--- src/rtl/dec2x4_scan_ctrl.sv ---
// Digit scan controller feeding a Dec2x4 decoder: steps A through the active
// digits. Each slot is BLANK cycles with E low, then DWELL cycles with E driven.
module dec2x4_scan_ctrl #(
    parameter int DWELL = 8,
    parameter int BLANK = 2
) (
    input  logic       clk,
    input  logic       rst_n,
    input  logic       run,
    input  logic [1:0] num_digits,
    input  logic [3:0] blank_mask,
    output logic       E,
    output logic [1:0] A,
    output logic       frame_done
);

    localparam int CMAX = (DWELL > BLANK) ? DWELL : BLANK;
    localparam int CW   = (CMAX > 1) ? $clog2(CMAX) : 1;
    localparam logic [CW-1:0] DWELL_LAST = CW'(DWELL - 1);
    localparam logic [CW-1:0] BLANK_LAST = CW'((BLANK > 0) ? BLANK - 1 : 0);

    typedef enum logic [1:0] {IDLE, BLNK, DRV} state_t;

    // With no blanking interval every slot begins directly in DRV.
    localparam state_t SLOT_START = (BLANK == 0) ? DRV : BLNK;

    state_t        state, state_nx;
    logic [CW-1:0] cnt, cnt_nx;
    logic [1:0]    a_nx;
    logic          e_nx, fd_nx;

    always_ff @(posedge clk or negedge rst_n) begin
        if (!rst_n) begin
            state      <= IDLE;
            cnt        <= '0;
            E          <= 1'b0;
            A          <= 2'b00;
            frame_done <= 1'b0;
        end else begin
            state      <= state_nx;
            cnt        <= cnt_nx;
            E          <= e_nx;
            A          <= a_nx;
            frame_done <= fd_nx;
        end
    end

    always_comb begin
        state_nx = state;
        cnt_nx   = cnt;
        a_nx     = A;
        fd_nx    = 1'b0;
        case (state)
            IDLE: begin
                if (run) begin
                    state_nx = SLOT_START;
                    cnt_nx   = '0;
                    a_nx     = 2'b00;
                end
            end
            BLNK: begin
                if (cnt == BLANK_LAST) begin
                    state_nx = DRV;
                    cnt_nx   = '0;
                end else begin
                    cnt_nx = cnt + 1'b1;
                end
            end
            DRV: begin
                if (cnt == DWELL_LAST) begin
                    state_nx = SLOT_START;
                    cnt_nx   = '0;
                    // >= also catches num_digits shrunk below the current digit
                    if (A >= num_digits) begin
                        a_nx  = 2'b00;
                        fd_nx = ~frame_done;
                    end else begin
                        a_nx = A + 2'd1;
                    end
                end else begin
                    cnt_nx = cnt + 1'b1;
                end
            end
            default: state_nx = IDLE;
        endcase

        if (state != IDLE && !run) begin
            state_nx = IDLE;
            cnt_nx   = '0;
            a_nx     = 2'b00;
            fd_nx    = 1'b0;
        end

        // E tracks the mask bit of the digit being selected on this same edge.
        e_nx = (state_nx == DRV) && !blank_mask[a_nx];
    end

endmodule

--- config.mk ---
export PLATFORM = sky130hd
export DESIGN_NAME = dec2x4_scan_ctrl
export DESIGN_NICKNAME = d
export VERILOG_FILES = /design/src/rtl/dec2x4_scan_ctrl.sv
export SDC_FILE = /design/constraint.sdc
export NUM_CORES = 1
export LEC_CHECK = 0
export BUFFER_PORTS_ARGS = -buffer_cell sky130_fd_sc_hd__buf_2
export CAP_MARGIN = 25
export CORE_MARGIN = 2
export CORE_UTILIZATION = 45
export DETAILED_ROUTE_END_ITERATION = 6
export PLACE_DENSITY = 0.69
export SLEW_MARGIN = 20
export SYNTH_ARGS = -nofsm -noshare
export SYNTH_HDL_FRONTEND = slang
export SYNTH_SLANG_ARGS = --single-unit
--- constraint.sdc ---
create_clock -name clk -period 1.85 [get_ports clk]
set_input_delay 0.185 -clock clk [delete_from_list [all_inputs] [get_ports clk]]
set_output_delay 0.185 -clock clk [all_outputs]
set_load 0.1 [all_outputs]
==> impl.org <==
** Critical path
- The most critical setup path has its startpoint at A[0].
- Data on the critical path is required at its endpoint by 2040 ps.
- End point of the critical path :: E
- Reg2reg end :: E
- Endpoint type of the worst setup path :: register
- Reg-to-reg startpoint :: A[0]
- The worst setup path is launched from a register.
- The critical path is of the reg -> reg type.
- Along the worst path, the maximum fanout reaches 2.
- Arrival time of the worst setup path :: 2010 ps
- FF-to-FF path depth :: 7
- The setup check on the worst reg-to-reg path leaves a slack of 30 ps.

** Cells and area
- Most used cells in the layout excluding fill and tap cells :: 12 x nand2_1, 12 x buf_2, 7 x dfrtp_1, 7 x buf_4
- The multi-input combinational cells in the finished layout cover a total of 509.2 um2.
- 0 antenna diodes ended up in the layout.
- Fin cells :: 115
- For this run, the share of the core covered by cells in the final layout is 61.66%.
- Growth of design area from synthesis to finish :: 26.01%
- Share of layout cells above drive strength 1 :: 43.43%
- Reg area :: 232.7 um2
- After routing the design area is 939.7 um2.
- Final #Nets :: 118
- Counting the fill cells in the layout gives 138.

** Pwr
- Sequential cells account for 27.7% of the total power.
- Power spread over the standard cell area amounts to 953.7 mW/mm2.
- VDD sags by at most 0.6683 mV.
- Leakage power of the design :: 0.4690 nW
- Net Sw Frac :: 40.50%
- Proportion of power drawn by the clock network :: 17.7%
- In this run, the combinational gates consume 54.7% of the power.
- Summed over all nets, the switching power comes to 362.9 uW.
- The internal portion of the total power is 533.2 uW.

** Logic synthesis
- Avg Synthesized Cell Area :: 9.560 um2
- The most used flip-flop cell after synthesis is dfrtp_1.
- Cells after Synth :: 78
- Cell Area, Synth :: 745.7 um2
- The synthesized design contains 0 enable-type register cells.
- FF+latch count, synth :: 9
- Proportion of synthesized chip area in sequential cells :: 30.20%
- Synthesis produced a netlist with a net count of 96.
- For this run, asynchronously set or reset flops after synthesis account for 100.0%.
- The number of different library cells used by synthesis comes to 35.
- For this run, the number of Yosys warnings is 0.

** Global route
- The first global-routing pass estimated 2.697 mm of wire.
- GRT overflow :: 0
- The number of global-route vias before repair came to 665.
- Grt met2 use :: 33.04%
- Across every metal layer, demand over resource in global routing totals 18.89%.
- Met1 Usage GRT :: 21.46%
- Most used routing layer :: met2
- Global routing met3 resource utilization :: 2.800%
- Maximum number of pins on one net before global-route repair :: 10
- Antenna violations before repair :: 0

** Timing
- The worst path uses 98.26% of the clock period.
- Worst setup skew after layout :: 0.5758 ps
- For the pin with the worst max-slew slack, the measured transition is 484.9 ps.
- Fin. Hold Viols :: 0
- Setup violations remaining at the end of the flow were counted as 0.
- Based on the critical path, the design can be clocked at up to 550.1 MHz.
- Setup repair after global routing could not meet its margin everywhere.
- The worst pin sits at a relative slew slack of 67.89%.
- Final Critical Period :: 1818 ps
- The number of slew-limit violations in the final report is 0.

** Clock network
- TritonCTS built the clock tree.
- CTS Buffer Depth :: 2
- The tree is rooted in a clkbuf_4.
- Clock sinks :: 9
- The number of clock buffers added by TritonCTS is 3.
- For the worst-skew pair, the clock arrives at the later sink with an insertion delay of 260 ps.
- In this run the number of H-tree levels came out at 1.
- Clock-pin slew was measured on the worst setup and hold paths at 70 ps.

** Flow run
- The tool flagged a number of max-cap violations equal to 0.

** Routing
- Dividing the detail-routed via count by the number of cells gives 5.522.
- For this run, design rule violations remaining after detail routing come to 0.
- The first detailed-routing pass took 4 iterations.
- Summing over every cut layer, the via total after detailed routing is 635.
- Antenna viol nets, final :: 0
- Post-detailed-routing wire length :: 1.593 mm
- In the final routed layout, each cell accounts on average for 13.85 um.
- Initial DRC Count :: 23

** Placed design
- Detailed placement finished with a half-perimeter wire length of 1.195 mm.
- In this run the tool buffered the top-level ports with 12 buffer cells.
- Area post-placement :: 877.1 um2
- Cell count after placement :: 109
- Final weighted congestion in routability-driven placement :: 0.9092

** Hold path
- The worst hold path belongs to the class in -> reg.

** Floorplan
- Core footprint :: 0.001524 mm2
- In this run the vertical extent of the chip is 44.71 um.
- Num rows :: 14
- The initial utilization of the core area, before any placement, comes to 48.93%.
- Area of the die :: 0.001999 mm2
- Top-level I/O count :: 13
- Measured along the x axis, the die boundary spans 44.71 um.

** Status
- Status :: finished, final reports clean
## sequential cells by signal, indices dropped and copies added (netlist names)
register / count
A: 2
E: 1
cnt: 3
frame_done: 1
state: 2
## timing repair
item / in CTS / in global routing
endpoints found under the hold margin: 9 / 0
resized for setup: 2 / 4
setup endpoints to repair: 1 / 1
hold buffers: 1 / 0
pin swaps: 0 / 2
buffers inserted: 0 / 1
## per-layer routing
layer / wire length [um] / up-vias
met5: 0 / -
met2: 812 / 17
met3: 58 / 4
met1: 704 / 298
li1: - / 316
met4: 17 / 0
## cells by family after synthesis
kind of cell,count (synthesis),synth area share [%]
buffers and inverters,10,6.375
AOI/OAI and AO/OA,20,23.32
adders and majority gates,9,15.10
DFF,9,30.20
muxes,3,4.865
and+or+nand+nor,27,20.14
## worst min path at each step
stage	endpoint	cells past startpoint	start	slack (ps)
floorplan	E	0	rst_n	-110
detailed placement	frame_done	1	rst_n	60
global placement	A[0]	1	rst_n	50
CTS	E	3	blank_mask[2]	220
global route	E	3	blank_mask[2]	230
finish	E	3	blank_mask[2]	220
## synth_stat cells (all sizes together), types with 2 or more instances
| library cell | instances | area [um2] |
|---|---|---|
| inv | 7 | 26.28 |
| dfrtp | 9 | 225.2 |
| mux2 | 2 | 26.27 |
| buf | 2 | 16.26 |
| ha | 9 | 112.6 |
| o21ai | 5 | 25.02 |
| nor2b | 2 | 12.51 |
| nand2 | 13 | 56.30 |
| nand2b | 5 | 31.28 |
| o22ai | 3 | 25.02 |
## per-stage QoR
step           hold slack [ps]  TNS (ps)  total power, mW  worst slack [ps]
2_1_floorplan           -110.6    -75.12           0.5647            -75.12
4_1_cts                  221.1         0           0.8916             2.949
6_report                 224.8         0           0.8961             32.11
3_3_place_gp             50.00         0           0.7095             40.92
5_1_grt                  231.3    -33.70           0.9666            -33.70
3_5_place_dp             59.87    -53.31           0.7093            -53.31
## power by group through the flow
stage	logic (mW)	registers [mW]	clock network [mW]
after floorplan	0.297	0.268	0
after global placement	0.461	0.248	0
after detailed placement	0.458	0.251	0
after CTS	0.480	0.247	0.164
after global routing	0.545	0.251	0.171
final	0.490	0.248	0.158
## layout make-up
cell class                      count  share of cell area (%)
Tap cell                           16                   2.130
Inverter                            7                   3.063
Timing Repair Buffer               20                   13.05
Multi-Input combinational cell     59                   54.19
Sequential cell                     9                   24.77
Clock buffer                        4                   2.796
## worst max-delay path, stage by stage (launching register included)
cell	delay (ps)
dfrtp_4	490
inv_4	60
ha_4	190
nand2b_4	150
a211oi_4	270
o221ai_2	140
mux2_4	310
o22ai_2	130
Note: power is estimated with default switching activity, not from simulation.
